### config.mk
export PLATFORM = sky130hd
export DESIGN_NAME = iic_cmd_arbiter_flat
export DESIGN_NICKNAME = d
export VERILOG_FILES = /design/src/rtl/iic_cmd_arbiter_if.sv /design/src/rtl/iic_cmd_arbiter.sv /design/src/flat_wrapper.sv
export SDC_FILE = /design/constraint.sdc
export NUM_CORES = 1
export LEC_CHECK = 0
export CAP_MARGIN = 0
export CORE_MARGIN = 2
export CORE_UTILIZATION = 41
export DETAILED_ROUTE_END_ITERATION = 12
export GPL_ROUTABILITY_DRIVEN = 0
export GPL_TIMING_DRIVEN = 0
export PLACE_DENSITY = 0.88
export RECOVER_POWER = 50
export SYNTH_ARGS = -nofsm -noshare
export SYNTH_HDL_FRONTEND = slang
export SYNTH_SLANG_ARGS = --single-unit
### constraint.sdc
create_clock -name clk -period 2.4 [get_ports clk]
set_clock_uncertainty 0.15 [all_clocks]
set_input_delay 0.48 -clock clk [delete_from_list [all_inputs] [get_ports clk]]
set_output_delay 0.48 -clock clk [all_outputs]
set_load 0.005 [all_outputs]
### src/rtl/iic_cmd_arbiter_if.sv
// rtl/iic_cmd_arbiter_if.sv - requester/engine bundle for the I2C command arbiter
interface iic_cmd_arbiter_if #(
    parameter int N_REQ = 4
);
    logic [N_REQ-1:0]   req;
    logic [8*N_REQ-1:0] req_chip;
    logic [8*N_REQ-1:0] req_reg;
    logic [8*N_REQ-1:0] req_data;
    logic [N_REQ-1:0]   ack;
    logic               ack_err;
    logic [N_REQ-1:0]   grant;
    logic               busy;
    logic               start_sys;
    logic [7:0]         chip_byte;
    logic [7:0]         reg_byte;
    logic [7:0]         data_byte;
    logic               eng_done;
    logic               eng_abort;

    // master: the arbiter itself
    modport master (
        input  req, req_chip, req_reg, req_data, eng_done,
        output ack, ack_err, grant, busy, start_sys,
               chip_byte, reg_byte, data_byte, eng_abort
    );

    // slave: requesters plus the transaction engine
    modport slave (
        output req, req_chip, req_reg, req_data, eng_done,
        input  ack, ack_err, grant, busy, start_sys,
               chip_byte, reg_byte, data_byte, eng_abort
    );
endinterface

### src/rtl/iic_cmd_arbiter.sv
// rtl/iic_cmd_arbiter.sv - round-robin sharing of the I2C transaction engine among register-write requesters
module iic_cmd_arbiter #(
    parameter int          N_REQ   = 4,
    parameter int          TO_W    = 16,
    parameter int unsigned TIMEOUT = 16'hFFFF
) (
    input  logic          clk,
    input  logic          rstn,
    iic_cmd_arbiter_if.master bus
);
    localparam int IDXW = $clog2(N_REQ);
    // Abort fires in the (TIMEOUT+1)-th WAIT cycle, so the error ack lands TIMEOUT+2 cycles after start_sys.
    localparam logic [TO_W-1:0] TO_LAST = TO_W'(TIMEOUT);

    typedef enum logic [1:0] {S_IDLE, S_LAUNCH, S_WAIT, S_DONE} state_t;

    state_t            state_q;
    logic [IDXW-1:0]   idx_q;
    logic [IDXW-1:0]   rr_ptr_q;
    logic [TO_W-1:0]   count_q;
    logic [7:0]        chip_q;
    logic [7:0]        reg_q;
    logic [7:0]        data_q;
    logic [N_REQ-1:0]  grant_q;
    logic [N_REQ-1:0]  ack_q;
    logic              ack_err_q;
    logic              busy_q;
    logic              start_q;
    logic              abort_q;

    logic              found;
    logic [IDXW-1:0]   sel;

    // Circular search from rr_ptr for the first active request.
    always_comb begin
        found = 1'b0;
        sel   = '0;
        for (int k = 0; k < N_REQ; k++) begin
            logic [IDXW-1:0] cand;
            cand = IDXW'((int'(rr_ptr_q) + k) % N_REQ);
            if (!found && bus.req[cand]) begin
                found = 1'b1;
                sel   = cand;
            end
        end
    end

    always_ff @(posedge clk) begin
        if (!rstn) begin
            state_q   <= S_IDLE;
            idx_q     <= '0;
            rr_ptr_q  <= '0;
            count_q   <= '0;
            chip_q    <= '0;
            reg_q     <= '0;
            data_q    <= '0;
            grant_q   <= '0;
            ack_q     <= '0;
            ack_err_q <= 1'b0;
            busy_q    <= 1'b0;
            start_q   <= 1'b0;
            abort_q   <= 1'b0;
        end else begin
            start_q   <= 1'b0;
            ack_q     <= '0;
            ack_err_q <= 1'b0;
            abort_q   <= 1'b0;
            case (state_q)
                S_IDLE: begin
                    if (found) begin
                        idx_q   <= sel;
                        chip_q  <= bus.req_chip[int'(sel)*8 +: 8];
                        reg_q   <= bus.req_reg[int'(sel)*8 +: 8];
                        data_q  <= bus.req_data[int'(sel)*8 +: 8];
                        grant_q <= {{(N_REQ-1){1'b0}}, 1'b1} << sel;
                        busy_q  <= 1'b1;
                        start_q <= 1'b1;
                        state_q <= S_LAUNCH;
                    end
                end
                S_LAUNCH: begin
                    count_q <= '0;
                    state_q <= S_WAIT;
                end
                S_WAIT: begin
                    count_q <= count_q + 1'b1;
                    if (bus.eng_done) begin
                        ack_q   <= grant_q;
                        state_q <= S_DONE;
                    end else if (count_q == TO_LAST) begin
                        ack_q     <= grant_q;
                        ack_err_q <= 1'b1;
                        abort_q   <= 1'b1;
                        state_q   <= S_DONE;
                    end
                end
                S_DONE: begin
                    rr_ptr_q <= (idx_q == IDXW'(N_REQ-1)) ? '0 : idx_q + 1'b1;
                    grant_q  <= '0;
                    busy_q   <= 1'b0;
                    state_q  <= S_IDLE;
                end
                default: state_q <= S_IDLE;
            endcase
        end
    end

    assign bus.ack       = ack_q;
    assign bus.ack_err   = ack_err_q;
    assign bus.grant     = grant_q;
    assign bus.busy      = busy_q;
    assign bus.start_sys = start_q;
    assign bus.chip_byte = chip_q;
    assign bus.reg_byte  = reg_q;
    assign bus.data_byte = data_q;
    assign bus.eng_abort = abort_q;
endmodule
### src/flat_wrapper.sv
// flat-port wrapper written by rule: the top's interface ports become plain ports
module iic_cmd_arbiter_flat 
#(
    parameter int          N_REQ   = 4,
    parameter int          TO_W    = 16,
    parameter int unsigned TIMEOUT = 16'hFFFF
)
  (clk, rstn, bus_req, bus_req_chip, bus_req_reg, bus_req_data, bus_eng_done, bus_ack, bus_ack_err, bus_grant, bus_busy, bus_start_sys, bus_chip_byte, bus_reg_byte, bus_data_byte, bus_eng_abort);
  iic_cmd_arbiter_if #(.N_REQ(N_REQ)) bus_i ();
  input  logic clk;
  input  logic rstn;
  input wire logic [$bits(bus_i.req)-1:0] bus_req;
  input wire logic [$bits(bus_i.req_chip)-1:0] bus_req_chip;
  input wire logic [$bits(bus_i.req_reg)-1:0] bus_req_reg;
  input wire logic [$bits(bus_i.req_data)-1:0] bus_req_data;
  input wire logic [$bits(bus_i.eng_done)-1:0] bus_eng_done;
  output wire logic [$bits(bus_i.ack)-1:0] bus_ack;
  output wire logic [$bits(bus_i.ack_err)-1:0] bus_ack_err;
  output wire logic [$bits(bus_i.grant)-1:0] bus_grant;
  output wire logic [$bits(bus_i.busy)-1:0] bus_busy;
  output wire logic [$bits(bus_i.start_sys)-1:0] bus_start_sys;
  output wire logic [$bits(bus_i.chip_byte)-1:0] bus_chip_byte;
  output wire logic [$bits(bus_i.reg_byte)-1:0] bus_reg_byte;
  output wire logic [$bits(bus_i.data_byte)-1:0] bus_data_byte;
  output wire logic [$bits(bus_i.eng_abort)-1:0] bus_eng_abort;
  assign bus_i.req = bus_req;
  assign bus_i.req_chip = bus_req_chip;
  assign bus_i.req_reg = bus_req_reg;
  assign bus_i.req_data = bus_req_data;
  assign bus_i.eng_done = bus_eng_done;
  assign bus_ack = bus_i.ack;
  assign bus_ack_err = bus_i.ack_err;
  assign bus_grant = bus_i.grant;
  assign bus_busy = bus_i.busy;
  assign bus_start_sys = bus_i.start_sys;
  assign bus_chip_byte = bus_i.chip_byte;
  assign bus_reg_byte = bus_i.reg_byte;
  assign bus_data_byte = bus_i.data_byte;
  assign bus_eng_abort = bus_i.eng_abort;
  iic_cmd_arbiter #(.N_REQ(N_REQ), .TO_W(TO_W), .TIMEOUT(TIMEOUT)) u_core (.clk(clk), .rstn(rstn), .bus(bus_i));
endmodule
==> impl_metrics.env <==
export IMPL_diodes=0
export IMPL_clkTransAtPathRegs_ns=0.06
export IMPL_holdWs_ns=0.310
export IMPL_setup_violations=0
export IMPL_yosys_area_top_type_share=0.391
export IMPL_cts_sinks=57
export IMPL_async_flop_share=0
export IMPL_grt_overflow_total=0
export IMPL_slowest_stage="clkdlybuf4s50_1"
export IMPL_hold_class="flip-flop to flip-flop"
export IMPL_yosys_register_bits=57
export IMPL_worstSetupPathType="input pin to flip-flop"
export IMPL_synth_seq_area_share=0.391
export IMPL_num_rows=30
export IMPL_synthesis_area_um2=2920
export IMPL_fin_area_um2=4720
export IMPL_first_pass_iters=4
export IMPL_final_layout_size_suffix_gt1_frac=0.131
export IMPL_globalRouteMet1Util=0.251
export IMPL_drtIter0Drc=67
export IMPL_routedWlPerCell_um=15.8
export IMPL_die_h_um=88.4
export IMPL_cts_made_buffers=9
export IMPL_start_util=0.427
export IMPL_drv_slew=0
export IMPL_synth_area_leader_cell="dfxtp_1"
export IMPL_ant_nets=0
export IMPL_synth_warnings=0
export IMPL_use_met2=0.387
export IMPL_status="completed"
export IMPL_cp_cell_sequence="clkdlybuf4s50_1 > nor2b_1 > a21o_1 > a211o_1 > or3_1 > buf_6 > buf_8 > o221ai_2"
export IMPL_viasPerCell=5.10
export IMPL_rsz0062_at_grt="false"
export IMPL_synth_nets=406
export IMPL_dp_hpwl_um=6740
export IMPL_syn2layout_area_growth_pct=61.7
export IMPL_vdd_drop_max_mv=0.456
export IMPL_power_per_cell_area_nw_per_um2=766
export IMPL_synth_common_cells="dfxtp_1 (57), mux2i_1 (51), nand2_1 (41)"
export IMPL_slowest_delay_ns=0.47
export IMPL_yosysMostFrequentCell="dfxtp_1"
export IMPL_placed_area_um2=4420
export IMPL_ios=139
export IMPL_max_freq_ghz=0.430
export IMPL_timing_final_crit_period_ns=2.33
export IMPL_clk_latency_ns=0.33
export IMPL_worst_ep_arrival_time_ns=2.43
export IMPL_htreeDepth=3
export IMPL_synth_cells=298
export IMPL_cts_root_buffer_cell="clkbuf_8"
export IMPL_vias=2797
export IMPL_finalCritPeriodShare=0.970
export IMPL_worst_slew_pin_slew_ns=0.546
export IMPL_die_w_um=88.4
export IMPL_start_kind="input pin"
export IMPL_maxCapViolCount=0
export IMPL_crit_fanout=10
export IMPL_grtUsageMet3=0.0569
export IMPL_grt_max_degree=11
export IMPL_grt_pass1_vias=2765
export IMPL_fp_coreArea_um2=6830
export IMPL_power_leakage_nw=1.81
export IMPL_grt_pass1_wl_um=13100
export IMPL_nets=555
export IMPL_hold_viol=0
export IMPL_ctsHoldBuffers=0
export IMPL_syn_avg_cell_area_um2=9.79
export IMPL_fin_total_pwr_mw=3.62
export IMPL_ys_flop_type="dfxtp_1"
export IMPL_ys_types=39
export IMPL_critPathCaptureType="flip-flop"
export IMPL_synth_area_leaders="dfxtp_1 (39%), mux2i_1 (17%), o221ai_2 (10%)"
export IMPL_grt_busiest_layer="met2"
export IMPL_slew_headroom=0.633
export IMPL_synth_edf_count=0
export IMPL_drc=0
export IMPL_grt_antenna_before_repair=0
export IMPL_cts_tree="done"
export IMPL_dieArea_um2=7810
export IMPL_postRouteWirelength_um=8680
export IMPL_clockBufferDepth=2
export IMPL_grtUsageTotal=0.219
export IMPL_io_buffers=138
export IMPL_required_ns=2.50
## where the power goes
| part | switching (mW) | total (mW) | internal, mW |
|---|---|---|---|
| combinational | 0.643 | 1.38 | 0.742 |
| sequential | 0.118 | 1.27 | 1.15 |
| clock | 0.380 | 0.958 | 0.579 |
## routing by layer
| layer | up-vias | part of all wire | wire length, um |
|---|---|---|---|
| li1 | 1382 | - | - |
| met1 | 1296 | 0.41 | 3530 |
| met2 | 101 | 0.50 | 4320 |
| met3 | 18 | 0.073 | 632 |
| met4 | 0 | 0.022 | 195 |
| met5 | - | 0 | 0 |
## placed cells by master, fill, tap and decap left out, types with 4 or more instances in the layout
cell             count
xor2_1              10
inv_1                6
a32oi_1              4
and2_1               4
mux2i_1             47
o221ai_2            20
nand4_1              7
o221ai_1             4
clkbuf_8             9
or3_1                5
a21oi_1              8
clkdlybuf4s50_1     99
dlygate4sd3_1       37
buf_6                5
nand2_1             40
ha_1                 5
dfxtp_1             57
nor2_1              28
## worst max-delay path, delay by kind of cell
family,cells,cell delay (ns)
AND/OR/NAND/NOR,2,0.53
AO/OA/AOI/OAI,3,0.65
buffers and inverters,3,0.77
## stage by stage
stage	setup slack, ns	setup TNS (ns)	util	std cells
3_3_place_gp	-0.559	-10.49	0.647	532
6_report	0.0723	0	0.691	548
5_1_grt	0.00821	0	0.691	548
3_5_place_dp	-0.549	-10.29	0.647	532
2_1_floorplan	0.387	0	-	298
4_1_cts	0.0227	0	0.679	548
## cell type report
type	instances	area, um^2
well taps	96	120
inverters	7	26.3
multi-input cells	218	1690
flip-flops and latches	57	1140
clock buffers	10	128
fillers	528	2110
plain buffers	16	149
clock inverters	6	82.6
repair buffers	138	1390
## flip-flops by register name, indices dropped and copies added (netlist names), 2 cells and up
register,count
u_core.state_q,2
u_core.bus.ack,4
u_core.bus.chip_byte,8
u_core.count_q,16
u_core.idx_q,2
u_core.bus.reg_byte,8
u_core.bus.grant,4
u_core.rr_ptr_q,2
u_core.bus.data_byte,8
## timing repair
| action | in CTS | in global routing |
|---|---|---|
| resized for setup | 3 | 26 |
| endpoints found under the setup margin | 21 | 34 |
| setup buffers | 0 | 0 |
## cells by family (layout without fill, tap and decap cells)
kind of cell	count (synthesis)	count (layout)	synth area share
xor gates and xnor gates	12	12	0.0360
AOI/OAI and AO/OA	49	49	0.174
and+or+nand+nor	101	101	0.156
muxes	51	51	0.175
DFF	57	57	0.391
adders and majority gates	5	5	0.0214
buffers and inverters	23	177	0.0467
## worst paths after layout
kind                                          end  depth (start not counted)                            startpoint  slack, ns
max          u_core.bus.data_byte[4]$_SDFFE_PN0P_                          8                            bus_req[2]       0.07
min reg2reg  u_core.bus.data_byte[6]$_SDFFE_PN0P_                          2  u_core.bus.data_byte[6]$_SDFFE_PN0P_       0.31
min          u_core.bus.data_byte[6]$_SDFFE_PN0P_                          2  u_core.bus.data_byte[6]$_SDFFE_PN0P_       0.31
max reg2reg       u_core.count_q[15]$_SDFFE_PN0P_                          7        u_core.state_q[0]$_SDFFE_PN0P_       0.23
(Power assumes the default switching activity.)
